<file path="config.mk">
export PLATFORM = sky130hd
export DESIGN_NAME = key_tone
export DESIGN_NICKNAME = d
export VERILOG_FILES = /design/src/rtl/key_tone_pkg.sv /design/src/rtl/key_tone_prio.sv /design/src/rtl/key_tone.sv
export SDC_FILE = /design/constraint.sdc
export NUM_CORES = 1
export LEC_CHECK = 0
export BUFFER_PORTS_ARGS = -buffer_cell sky130_fd_sc_hd__buf_2
export CORE_MARGIN = 3
export CORE_UTILIZATION = 50
export CTS_BUF_LIST = sky130_fd_sc_hd__clkbuf_4 sky130_fd_sc_hd__clkbuf_8
export DETAILED_ROUTE_END_ITERATION = 10
export GPL_ROUTABILITY_DRIVEN = 0
export PLACE_DENSITY = 0.78
export SLEW_MARGIN = 5
export SYNTH_ARGS = -nofsm -noshare
export SYNTH_HDL_FRONTEND = slang
export SYNTH_SLANG_ARGS = --single-unit
</file>
<file path="constraint.sdc">
create_clock -name clk -period 3.5 [get_ports clk]
set_input_delay 0.175 -clock clk [delete_from_list [all_inputs] [get_ports clk]]
set_output_delay 0.175 -clock clk [all_outputs]
set_load 0.02 [all_outputs]
</file>
<file path="src/rtl/key_tone_pkg.sv">
// key_tone shared constants: note count, counter widths,
// half-period table (C4..C5 at 50 MHz) and FSM state type.
package key_tone_pkg;

  localparam int NOTE_NUM = 13;
  localparam int DIV_W    = 17;
  localparam int DUR_W    = 25;

  localparam logic [DIV_W-1:0] DIV_TAB [NOTE_NUM] = '{
    17'd95556, 17'd90193, 17'd85131, 17'd80353,
    17'd75843, 17'd71586, 17'd67568, 17'd63776,
    17'd60196, 17'd56818, 17'd53629, 17'd50619,
    17'd47778
  };

  typedef enum logic {
    IDLE = 1'b0,
    PLAY = 1'b1
  } state_t;

  function automatic logic [DIV_W-1:0] div_of(
    input logic [3:0] idx
  );
    if (idx < 4'(NOTE_NUM)) return DIV_TAB[idx];
    else                    return DIV_TAB[0];
  endfunction

endpackage

</file>
<file path="src/rtl/key_tone_prio.sv">
// key_prio_enc: lowest set key wins.
// Outputs index of that key and a valid flag.
module key_prio_enc
  import key_tone_pkg::*;
(
  input  logic [NOTE_NUM-1:0] i_keys,
  output logic [3:0]          o_idx,
  output logic                o_vld
);

  always_comb begin
    o_idx = '0;
    o_vld = |i_keys;
    for (int i = NOTE_NUM - 1; i >= 0; i--) begin
      if (i_keys[i]) o_idx = 4'(i);
    end
  end

endmodule

</file>
<file path="src/rtl/key_tone.sv">
// key_tone: key pulse -> fixed-length square-wave note.
// KEY_TONE_RETRIG_EN lets a pulse restart a sounding note.
module key_tone
  import key_tone_pkg::*;
#(
  parameter int unsigned NOTE_LEN = 25_000_000
) (
  input  logic                clk,
  input  logic                rst_n,
  input  logic [NOTE_NUM-1:0] key_pulse,
  output logic                tone_out,
  output logic [3:0]          note_idx,
  output logic                playing
);

  state_t           r_state;
  state_t           w_nxt;
  logic             r_tone;
  logic [3:0]       r_note;
  logic [DIV_W-1:0] r_half;
  logic [DUR_W-1:0] r_dur;
  logic [3:0]       w_idx;
  logic             w_vld;
  logic             w_start;
  logic             w_expire;
  logic [DIV_W-1:0] w_lim;

  key_prio_enc u_enc (
    .i_keys (key_pulse),
    .o_idx  (w_idx),
    .o_vld  (w_vld)
  );

  assign w_lim    = div_of(r_note) - DIV_W'(1);
  assign w_expire = (r_state == PLAY) &&
                    (r_dur == DUR_W'(NOTE_LEN - 1));

  always_comb begin
    w_start = 1'b0;
    w_nxt   = r_state;
    unique case (r_state)
      IDLE: begin
        if (w_vld) begin
          w_start = 1'b1;
          w_nxt   = PLAY;
        end
      end
      PLAY: begin
`ifdef KEY_TONE_RETRIG_EN
        if (w_vld) begin
          w_start = 1'b1;
          w_nxt   = PLAY;
        end else if (w_expire) begin
          w_nxt = IDLE;
        end
`else
        // pulses while sounding are ignored
        if (w_expire) w_nxt = IDLE;
`endif
      end
    endcase
  end

  always_ff @(posedge clk or negedge rst_n) begin
    if (!rst_n) begin
      r_state <= IDLE;
      r_tone  <= 1'b0;
      r_note  <= '0;
      r_half  <= '0;
      r_dur   <= '0;
    end else begin
      r_state <= w_nxt;
      if (w_start) begin
        r_note <= w_idx;
        r_tone <= 1'b0;
        r_half <= '0;
        r_dur  <= '0;
      end else if (w_nxt == IDLE) begin
        r_tone <= 1'b0;
        r_half <= '0;
        r_dur  <= '0;
      end else begin
        r_dur <= r_dur + DUR_W'(1);
        if (r_half == w_lim) begin
          r_half <= '0;
          r_tone <= ~r_tone;
        end else begin
          r_half <= r_half + DIV_W'(1);
        end
      end
    end
  end

  assign tone_out = r_tone;
  assign note_idx = r_note;
  assign playing  = (r_state == PLAY);

endmodule

</file>
==> impl_metrics.ini <==
[synthesis]
synth_edf_count = 0
ys_seq_area_share_pct = 34.7
synth_area_um2 = 3460
syn_nets = 427
syn_avg_cell_area_um2 = 8.61
synth_top_area_share_pct = 34.7
ys.flop_type = dfrtp_1
synthArstFlopShare_pct = 100
synth_top_cell_by_area = dfrtp_1
synthMostInstantiatedCell = nor2_1
yosysWarningCount = 0
synth_area_leaders = dfrtp_1, xor2_1, nor2_1, xnor2_1, ha_1
synth_cell_types = 55
synth_cells = 402
ys_seq_elements = 48
synth_commonest_cells = nor2_1, dfrtp_1, xor2_1, nand2_1, xnor2_1

[global_route]
grt_max_degree = 37
first_global_vias = 2796
grt_first_pass_wirelength_mm = 12.8
use_met3_pct = 3.41
grt_most_used_layer = met2
grt_usage_pct = 20.4
overflow = 0
grt_use_met2_pct = 32.8
antenna_found_initial = 0
grt_use_met1_pct = 28.0

[detailed_routing]
drtPass1Iterations = 4
wl_per_cell_um = 14.9
drt.antenna.violating_nets = 0
via_per_inst = 5.86
vias = 2922
routed_wl_mm = 7.42
drc = 0
drtIter0Drc = 162

[sta]
slew_violations = 0
hold_viol = 0
setup_viol = 0
whs_ns = 0.0787
clock-skew-final_ns = 0.00480
rsz0062_at_grt = no
period_minus_slack_ns = 3.23
post-route-period-util_pct = 92.4
fmax_mhz = 309
tightest_slew_ns = 0.800
worst_slack_ns = 0.267
relSlewSlack_pct = 46.7
fin_tns_setup_ns = 0

[cts]
cts_tree = yes
root_buffer = clkbuf_8
clk_latency_ns = 0.30
post_cts.repair.setup_buffers = 0
clkTransAtPathRegs_ns = 0.09
clock-sinks = 48
clockBufferDepth = 2
htreeDepth = 2
cts_inserted_buffers = 5

[worst_hold_path]
hp-start = key_pulse[0]
hold_path_depth = 2
hold_path.class = input port to register
min_to = note_idx[0]

[placed_design]
dp_slack_ns = 0.258
place_inst = 490
place_hpwl_mm = 5.49
port_buffers = 20

[floorplan]
die_area_um2 = 7960
fp.dieH_um = 89.2
io_pins = 21
die_w_um = 89.2
coreArea_um2 = 6530
rows = 29
initial_core_util_pct = 53.0

[setup_path]
cp_num_buf_inv = 2
endpoint_kind = register
slowest_stage = or4_1
arrival_ns = 3.43
reg2reg_from = note_idx[0]
path_class = register to register
critPathMaxFanout = 5
reg2reg_depth = 11
crit_chain = inv_1 > ha_2 > nor2b_1 > o31ai_2 > inv_1 > ha_1 > xnor2_1 > or4_1 > or4_1 > nor4_1 > mux2_2
cp-start-kind = register
r2r-end = tone_out
cp.required_ns = 3.70
reg2reg_slack_ns = 0.27
cp_top_family = simple AND/OR/NAND/NOR gates
worst_path_largest_cell_delay_ns = 0.54

[status]
status = completed

[flow_run]
maxCapViolations = 0

[power_and_ir_drop]
irDropWorstVdd_v = 0.000275
power_density_nw_per_um2 = 337
power.leakage_nw = 1.67

[finish]
nNetsFinal = 446
layout-drive-gt1-share_pct = 15.4
syn_to_final_growth_pct = 9.73
antenna_cells = 0
fin_cells = 499
[layout by cell type, fill, tap and decap left out, types with 4 or more instances in the layout]
master    instances
clkbuf_8          6
buf_4            14
nand2b_1          6
mux2i_1           8
inv_1            13
buf_2            20
ha_1              9
and2_1            5
xor2_1           30
o21ai_0           8
nor3_1           21
and3_1            6
xnor2_1          22
nand3_1          15
nand4_1          13
nor2_1           52
nor4_1            6
o31ai_1           4
dfrtp_1          46
a21oi_1          11
nand2_1          26
nor2b_1           9
or2_2             4
or4_1             4
nor3b_1           6
[per-stage QoR]
stage          utilization (%)  total power, W  instance area, µm²
4_1_cts                   57.9         0.00129                3780
5_1_grt                   58.1         0.00135                3800
6_report                  58.1         0.00128                3800
3_5_place_dp              56.3        0.000934                3680
2_1_floorplan                -        0.000857                3480
3_3_place_gp              56.3        0.000922                3680
[registers in the layout, summed over array words and instances, names as in the netlist]
register and count:
note_idx 4, playing 1, r_half 17, r_dur 25, tone_out 1
[worst register-to-register path, stage by stage (launching register included)]
cell and delay (ns):
dfrtp_2 0.36, inv_1 0.08, ha_2 0.23, nor2b_1 0.14, o31ai_2 0.28, inv_1 0.08, ha_1 0.29, xnor2_1 0.13
or4_1 0.42, or4_1 0.54, nor4_1 0.22, mux2_2 0.37
[power by group]
part | internal, W | switching (W) | leakage (nW) | total [W]
Sequential | 0.000598 | 0.0000573 | 0.635 | 0.000655
Clock | 0.000162 | 0.000188 | 0.0516 | 0.000350
Combinational | 0.000128 | 0.000146 | 0.982 | 0.000274
[layer usage]
metal / vias up / wire length, µm
met3: 9 / 323
met2: 60 / 3570
met5: - / 0
met4: 0 / 112
li1: 1453 / -
met1: 1400 / 3420
[logic make-up (layout without fill, tap and decap cells)]
group	count (synthesis)	after routing	share of synthesized area, %
flip-flops	48	48	34.7
buffers and inverters	37	57	4.84
multiplexers	11	11	3.58
XOR/XNOR	52	52	13.2
adder cells (fa/ha/maj)	10	10	3.62
AO/OA/AOI/OAI	55	55	11.2
AND/OR/NAND/NOR	189	189	28.9
[cell type report]
class                   instances  area, µm²
multi-input cells             317       2120
clock buffers                   6       82.6
well taps                      77       96.3
repair buffers                 36        235
flip-flops and latches         48       1200
clock inverters                 2       13.8
inverters                      13       48.8
fillers                       559       2730
[worst max-delay path by stage]
stage | to | slack, ns | cells after the start | start
2_1_floorplan | r_half[10] | 0.0005 | 14 | note_idx[1]
3_3_place_gp | tone_out | 0.28 | 9 | note_idx[0]
3_5_place_dp | tone_out | 0.26 | 9 | note_idx[1]
4_1_cts | tone_out | 0.23 | 13 | note_idx[1]
5_1_grt | tone_out | 0.03 | 11 | note_idx[0]
6_report | tone_out | 0.27 | 11 | note_idx[0]
[what timing repair did]
item | in CTS | in global routing
gates resized for setup | 0 | 3
hold endpoints to repair | 35 | 0
setup endpoints to repair | 0 | 1
hold buffers | 1 | 0
(Power assumes the default switching activity.)
